$ cat src/rtl/score_display.sv
// -----------------------------------------------------------------------------
// score_display
//   Takes the 16-bit binary score from the game's score counter and shows it on
//   a 5-digit multiplexed 7-segment display.
//   On each accepted frame tick the score is snapshotted and converted to BCD by
//   a sequential double-dabble FSM (one bit per cycle). The result is latched
//   into a display register. The five digits are scanned continuously, with
//   leading-zero blanking.
//
// Parameters:
//   SCAN_DIV   clock cycles each digit stays selected (>= 2)
//
// Ports:
//   clk        in   system clock, rising edge
//   rst        in   asynchronous active-high reset
//   score      in   [15:0] binary score
//   game_tick  in   one-cycle end-of-frame pulse; starts a conversion when idle
//   seg        out  [6:0] segments, active-high, bit0 = a .. bit6 = g
//   dig_sel    out  [4:0] one-hot digit enable, bit0 = least-significant digit
//   busy       out  high while a conversion is in progress
//
// Optional feature (macro SCORE_HISCORE_EN):
//   show_hi    in   convert max(score, hi) instead of score on the accepted tick
//   new_hi     out  one-cycle pulse when an accepted tick raises the high score
// -----------------------------------------------------------------------------
module score_display #(
    parameter int unsigned SCAN_DIV = 1024
) (
    input  logic        clk,
    input  logic        rst,
    input  logic [15:0] score,
    input  logic        game_tick,
`ifdef SCORE_HISCORE_EN
    input  logic        show_hi,
    output logic        new_hi,
`endif
    output logic [6:0]  seg,
    output logic [4:0]  dig_sel,
    output logic        busy
);

    localparam int unsigned SCAN_W = $clog2(SCAN_DIV);

    typedef enum logic [1:0] {
        IDLE  = 2'd0,
        SHIFT = 2'd1,
        LOAD  = 2'd2
    } state_t;

    state_t      state_q, state_d;
    logic [15:0] bin_q, bin_d;
    logic [19:0] bcd_q, bcd_d;
    logic [3:0]  cnt_q, cnt_d;
    logic [19:0] disp_q, disp_d;
    logic [19:0] bcd_adj;

    logic [SCAN_W-1:0] scan_q, scan_d;
    logic [2:0]        idx_q, idx_d;
    logic [6:0]        seg_q, seg_d;
    logic [4:0]        dig_sel_q, dig_sel_d;

    logic [15:0] conv_src;

`ifdef SCORE_HISCORE_EN
    logic [15:0] hi_q, hi_d;
    logic        new_hi_q, new_hi_d;

    always_comb begin
        conv_src = score;
        if (show_hi && (hi_q > score)) conv_src = hi_q;
    end
`else
    always_comb conv_src = score;
`endif

    // Double-dabble correction: every nibble >= 5 gets +3 before the shift.
    always_comb begin
        bcd_adj = bcd_q;
        for (int k = 0; k < 5; k++) begin
            if (bcd_q[4*k +: 4] >= 4'd5) bcd_adj[4*k +: 4] = bcd_q[4*k +: 4] + 4'd3;
        end
    end

    // Conversion FSM: next state and datapath.
    always_comb begin
        state_d = state_q;
        bin_d   = bin_q;
        bcd_d   = bcd_q;
        cnt_d   = cnt_q;
        disp_d  = disp_q;
`ifdef SCORE_HISCORE_EN
        hi_d     = hi_q;
        new_hi_d = 1'b0;
`endif
        case (state_q)
            IDLE: begin
                if (game_tick) begin
                    bin_d   = conv_src;
                    bcd_d   = '0;
                    cnt_d   = '0;
                    state_d = SHIFT;
`ifdef SCORE_HISCORE_EN
                    if (score > hi_q) begin
                        hi_d     = score;
                        new_hi_d = 1'b1;
                    end
`endif
                end
            end
            SHIFT: begin
                {bcd_d, bin_d} = {bcd_adj[18:0], bin_q, 1'b0};
                cnt_d = cnt_q + 4'd1;
                if (cnt_q == 4'd15) state_d = LOAD;
            end
            LOAD: begin
                disp_d  = bcd_q;
                state_d = IDLE;
            end
            default: state_d = IDLE;
        endcase
    end

    // Digit scan and registered segment/digit outputs.
    always_comb begin
        logic [3:0] digit;
        logic       blank;
        scan_d = scan_q + 1'b1;
        idx_d  = idx_q;
        if (scan_q == SCAN_W'(SCAN_DIV - 1)) begin
            scan_d = '0;
            idx_d  = (idx_q == 3'd4) ? 3'd0 : idx_q + 3'd1;
        end

        digit = 4'd0;
        blank = 1'b0;
        case (idx_q)
            3'd0: digit = disp_q[3:0];
            3'd1: digit = disp_q[7:4];
            3'd2: digit = disp_q[11:8];
            3'd3: digit = disp_q[15:12];
            3'd4: digit = disp_q[19:16];
            default: digit = 4'd0;
        endcase
        // A digit is blank when it and every more-significant digit are zero.
        case (idx_q)
            3'd1: blank = (disp_q[19:4]  == '0);
            3'd2: blank = (disp_q[19:8]  == '0);
            3'd3: blank = (disp_q[19:12] == '0);
            3'd4: blank = (disp_q[19:16] == '0);
            default: blank = 1'b0;
        endcase

        case (digit)
            4'd0: seg_d = 7'h3F;
            4'd1: seg_d = 7'h06;
            4'd2: seg_d = 7'h5B;
            4'd3: seg_d = 7'h4F;
            4'd4: seg_d = 7'h66;
            4'd5: seg_d = 7'h6D;
            4'd6: seg_d = 7'h7D;
            4'd7: seg_d = 7'h07;
            4'd8: seg_d = 7'h7F;
            4'd9: seg_d = 7'h6F;
            default: seg_d = 7'h00;
        endcase
        if (blank) seg_d = 7'h00;
        dig_sel_d = 5'b00001 << idx_q;
    end

    always_ff @(posedge clk or posedge rst) begin
        if (rst) begin
            state_q   <= IDLE;
            bin_q     <= '0;
            bcd_q     <= '0;
            cnt_q     <= '0;
            disp_q    <= '0;
            scan_q    <= '0;
            idx_q     <= '0;
            seg_q     <= 7'h3F;
            dig_sel_q <= 5'b00001;
`ifdef SCORE_HISCORE_EN
            hi_q      <= '0;
            new_hi_q  <= 1'b0;
`endif
        end else begin
            state_q   <= state_d;
            bin_q     <= bin_d;
            bcd_q     <= bcd_d;
            cnt_q     <= cnt_d;
            disp_q    <= disp_d;
            scan_q    <= scan_d;
            idx_q     <= idx_d;
            seg_q     <= seg_d;
            dig_sel_q <= dig_sel_d;
`ifdef SCORE_HISCORE_EN
            hi_q      <= hi_d;
            new_hi_q  <= new_hi_d;
`endif
        end
    end

    assign seg     = seg_q;
    assign dig_sel = dig_sel_q;
    assign busy    = (state_q != IDLE);
`ifdef SCORE_HISCORE_EN
    assign new_hi  = new_hi_q;
`endif

endmodule
$ cat config.mk
export PLATFORM = sky130hd
export DESIGN_NAME = score_display
export DESIGN_NICKNAME = d
export VERILOG_FILES = /design/src/rtl/score_display.sv
export SDC_FILE = /design/constraint.sdc
export NUM_CORES = 1
export LEC_CHECK = 0
export ABC_AREA = 0
export BUFFER_PORTS_ARGS = -buffer_cell sky130_fd_sc_hd__buf_2
export CORE_ASPECT_RATIO = 1.75
export CORE_MARGIN = 4
export CORE_UTILIZATION = 50
export DETAILED_ROUTE_END_ITERATION = 10
export PLACE_DENSITY = 0.71
export SETUP_SLACK_MARGIN = 0.3
export SYNTH_ARGS = -nofsm -noshare
export SYNTH_HDL_FRONTEND = slang
export SYNTH_SLANG_ARGS = --single-unit
$ cat constraint.sdc
create_clock -name clk -period 2.3 [get_ports clk]
set_input_delay 0 -clock clk [delete_from_list [all_inputs] [get_ports clk]]
set_output_delay 0 -clock clk [all_outputs]
set_load 0.005 [all_outputs]
# After elaboration in Yosys (flattened, before gate mapping)

Memories as Yosys holds them, arrays and structs flattened.
Index checks and enable logic that the tools add are counted.

Register bits after elaboration: 87
Output and inout bits: 13
Bits in read-only memories: 112
Logic and storage cells: 63
Memories kept: 1

Memory list:

| memory           | words | width | rd ports | clocked after memory_dff | wr ports | RTL line | text |
|---|---|---|---|---|---|---|---|
| (name not given) | 16    | 7     | 1        | 0                        | 0        | 153      | `case (digit)` |

$add $sub $neg: 8
$lt $le $gt $ge: 5
Mux-type cells: 19
Equality and inequality tests: 10
Reductions and logical operators: 10
Shifts and indexed selects: 1

Operators by type and width:

| operator                                                              | count |
|---|---|
| 20-bit one-hot mux with 2 select lines                                | 1 |
| 16-bit one-hot mux with 2 select lines                                | 1 |
| 4-bit by 3-bit >= comparator with 1-bit output, second input constant | 5 |
| 20-bit 2-to-1 mux                                                     | 1 |
| 4-bit 2-to-1 mux                                                      | 5 |
| 4-bit one-hot mux with 5 select lines                                 | 1 |
| 4-bit by 2-bit adder with 4-bit output, second input constant         | 4 |
| 16-bit logical NOT                                                    | 1 |
| 16-bit 2-to-1 mux                                                     | 1 |
| 12-bit logical NOT                                                    | 1 |
| 10-bit by 1-bit adder with 10-bit output, second input constant       | 1 |
| 10-bit equality test, second input constant                           | 1 |
| 10-bit 2-to-1 mux                                                     | 1 |
| 8-bit logical NOT                                                     | 1 |
| 4-bit one-hot mux with 2 select lines                                 | 1 |
| 7-bit 2-to-1 mux                                                      | 1 |
| 3-bit by 2-bit equality test with 1-bit output, second input constant | 2 |
| 3-bit 2-to-1 mux                                                      | 2 |
| 1-bit by 3-bit left shift with 5-bit output, first input constant     | 1 |
| 4-bit by 1-bit adder with 4-bit output, second input constant         | 1 |
| 4-bit equality test, second input constant                            | 1 |
| 4-bit logical NOT                                                     | 1 |
| 2-bit 2-to-1 mux                                                      | 2 |
| 2-bit != test, second input constant                                  | 2 |
| other kinds (12)                                                      | 14 |

# Depth between registers and ports, before layout

An unclocked memory read counts as a cell.

Depth in word-level cells: 4
Depth in mapped cells: 11
Depth with buffers taken out: 9

# Worst setup path before layout

No wires, ideal clock.

Path type: reg-to-reg
From: register idx_q[0]
To: register seg_q[3] (netlist: seg[3])
Path slack: 0.126 ns
Required time: 2.211 ns
Clock period less this slack: 2.174 ns
Setup time: 0.089 ns
Cell stages (with the launch flop): 10
Data arrival time: 2.085 ns
Cells stage by stage: dfrtp_1 inv_1 ha_1 nor3_1 o21bai_1 a21boi_0 inv_1 ha_1 nor3_1 nor3_1

Longest elaborated chain between the ends: 4
Elaborated cells on any way between the ends: 9
Classes of those cells: eq/ne (4); mux (3); reduce/logical (1); memory (1)

RTL lines:

| element                                           | RTL line | text |
|---|---|---|
| start, declared                                   | 58       | `logic [2:0] idx_q, idx_d;` |
| start signal, assigned                            | 192      | `idx_q <= idx_d;` |
| 3-bit equality test, or another cell as far along | 136, 145 |  |
| 4-bit one-hot mux with 5 select lines             | 136      | `case (idx_q)` |
| memory 16 x 7 bit                                 | n/a      |  |
| 7-bit 2-to-1 mux (*)                              | 166      | `if (blank) seg_d = 7'h00;` |
| via seg_d[3]                                      | 59       | `logic [6:0] seg_q, seg_d;` |
| end signal, assigned                              | 193      | `seg_q <= seg_d;` |
| end, declared                                     | 59       |  |

Mark *: on every way through the listed nets, which the timed path passes. The rest lies on a longest branch.
A chain may end at the register's enable or synchronous reset.

# Worst setup path in the final report

Ends and elaborated chain as after synthesis.

==> metrics.txt <==
status=finished, final reports clean; largest net degree at the start of global routing=45; GPL Wtd Cong=0.895; DP Area=0.00460 mm2; final core utilization=0.610; Worst setup EP type=register; Die Width=77.9 um; drt first pass iters=4; critical setup path kind=register to register; first-pass GRT wire length=14,900 um; Antenna Cells=0; crit path from=idx_q[0]; CTS tree=built; Detail Route Antenna Nets=0; Total GRT Usage=0.186; Setup Skew=0.00705 ns; Iter 0 DRT Violations=147; R2R Path Start=idx_q[0]; Ports=32; Max Slew Vio Count=0; Area Growth Syn to Fin=18.7%; buffer levels on the longest clock path=2; Max IR drop VDD=0.000669 V; warnings from Yosys=0; CTS clk-pin slew, worst paths=0.06 ns; crit path max fanout=6; Internal Power=3790 uW; Hold Vio Cnt, Final=0; die area=0.0101 mm2; Post-Layout Inst Area=0.00507 mm2; grt total ovfl=0; routed vias/inst=5.54; post-synthesis register bit count=87; total negative slack=0 ns; Final setup viols=0; CTS Root Buffer Type=clkbuf_16; drt total wl=8670 um; post-synth top area share=0.469; Fmax achieved=485 MHz; Mapped Cells=430; Net Count, Synth=469; Data required, critical path=2.56 ns; met1 WL=3600 um; Area contributors post-synth=dfrtp_1, o21ai_0, ha_1, nand2_1, dfstp_2; vias post-DR=3,288; fill count=699; Yosys cell types=50; Switching Share=0.342; hold path start=game_tick; DP HPWL=6050 um; # nets final=512; metal3 WL=261 um; ys async rst share=1.00; vias in the first global route=3,191; htree depth=3; Post-synth EDFFs=0; RSZ-0062 raised after global routing=yes; Clock power frac=0.259; Synth Area per Inst=9.93 um2; antenna violations before repair=0; register share of total power=0.411; clk_lat worst skew=0.34 ns; top sig layer=met4; Die Y=130 um; max-slew headroom at the worst pin=0.623; Net Sw Power=1970 uW; Yosys top cell by area=dfrtp_1; residual DRC count=0; Tmin final=2.06 ns; TritonCTS buffer count=9; fin crit share=0.897; power per cell area=1140 mW/mm2; Starting Density=0.514; sequential share of the synthesized area=0.512; hold crit path type=primary input to register; Core Area=0.00831 mm2; num rows=44; Lkg Pwr=0.00239 uW; Comb pwr share=0.330; Critical Path AT=2.32 ns; CP Launch Type=register; Max Cap Viol=0; cell area after synthesis=0.00427 mm2; wire per inst=14.6 um; Min Hold Slack=0.0636 ns; share of layout cells above drive strength 1=0.220; Post-synth top flop=dfrtp_1; Buffers on Ports=31; Sink Count=87; WL met2=4580 um; worst-margin pin slew=0.565 ns
==> layout make-up <==
type | instances | area, um2 | share of cell area
inverter | 17 | 67.6 | 0.0133
timing repair buffer | 52 | 343 | 0.0677
tap | 115 | 144 | 0.0284
clock buffer | 13 | 270 | 0.0533
multi-input combinational | 306 | 2020 | 0.398
sequential | 87 | 2190 | 0.432
clock inverter | 3 | 40.0 | 0.00790
==> cells by family (layout without fill, tap and decap cells) <==
family | after synthesis | after routing | synth area share
simple gates | 145 | 145 | 0.172
compound gates | 117 | 117 | 0.166
flops | 87 | 87 | 0.512
buf+inv | 37 | 85 | 0.0355
fa+ha+maj | 20 | 20 | 0.0586
xor+xnor | 14 | 14 | 0.0287
mux | 10 | 10 | 0.0264
==> power groups by stage <==
stage / sequential (uW) / clock, uW / combinational [uW]
floorplan: 2270 / 0 / 1440
global placement: 2370 / 0 / 1770
detailed placement: 2390 / 0 / 1830
CTS: 2370 / 1530 / 1870
global route: 2440 / 1610 / 2180
finish: 2370 / 1490 / 1900
==> placed cells by master (no fill, tap or decap), drive strengths merged, types with 4 or more instances in the layout <==
| master | count |
|---|---|
| nand2 | 59 |
| o21ai | 56 |
| dfrtp | 80 |
| nand3 | 11 |
| and3b | 14 |
| nand2b | 8 |
| xnor2 | 8 |
| a21oi | 29 |
| mux2 | 10 |
| nor3 | 12 |
| dfstp | 7 |
| xor2 | 6 |
| and3 | 4 |
| clkbuf | 13 |
| a22o | 4 |
| inv | 16 |
| ha | 20 |
| a222oi | 4 |
| nor2 | 16 |
| nor2b | 7 |
| buf | 50 |
==> metal layers <==
layer	up-vias	GRT usage
met4	0	0.0964
met2	66	0.323
met1	1606	0.213
met5	-	0
li1	1597	-
met3	19	0.0435
==> Yosys cell counts (2+ instances only) <==
master,n
o21bai_1,2
a21oi_1,29
a222oi_1,4
o21a_1,3
nand3b_1,2
dfrtp_1,80
clkbuf_1,17
mux2_2,10
nand2b_1,8
dfstp_2,7
nor4_1,3
and3_1,3
xor2_1,6
a21o_1,2
nor3_1,12
o21ai_0,56
a211oi_1,2
nor2_1,16
nand2_1,59
a22o_1,4
and2_1,3
xnor2_1,8
o31ai_1,2
nand3_1,11
ha_1,20
inv_1,17
nor2b_1,7
nor3b_1,2
and3b_1,14
==> sequential cells by signal, indices dropped and copies added (netlist names) <==
register / flops
state_q: 2
seg: 7
disp_q: 20
idx_q: 3
dig_sel: 5
cnt_q: 4
bin_q: 16
bcd_q: 20
scan_q: 10
==> stage by stage <==
stage | worst slack (ns) | std cells | total power (uW)
finish | 0.236 | 593 | 5770
CTS | 0.245 | 588 | 5770
global route | 0.111 | 593 | 6230
floorplan | 0.312 | 430 | 3710
detailed placement | 0.0884 | 567 | 4220
global placement | 0.154 | 567 | 4140
==> path summary, 6_finish.rpt <==
kind / end / slack, ns / cells past startpoint
setup / recovery: seg[3] / 0.24 / 9
min in group asynchronous: scan_q[1] / 0.24 / 3
max in group asynchronous: seg[5] / 1.36 / 4
setup reg to reg: seg[3] / 0.24 / 9
hold / removal: bin_q[0] / 0.06 / 3
hold reg to reg: bin_q[12] / 0.48 / 2
==> critical path, stage by stage, from the launching register on <==
cell and delay (ns):
dfrtp_2 0.45, ha_1 0.23, ha_1 0.20, buf_4 0.16, a22o_1 0.21, o21a_2 0.23
inv_1 0.09, ha_1 0.26, nor3_2 0.11, nor3_1 0.06
==> what timing repair did <==
item                       in CTS  in global routing
hold endpoints to repair       21                  0
hold buffers                    2                  0
gates resized for setup        10                 10
setup endpoints to repair       7                  7
pin swaps                      10                  7
setup buffers                   3                  5
Note: power is estimated with default switching activity, not from simulation.
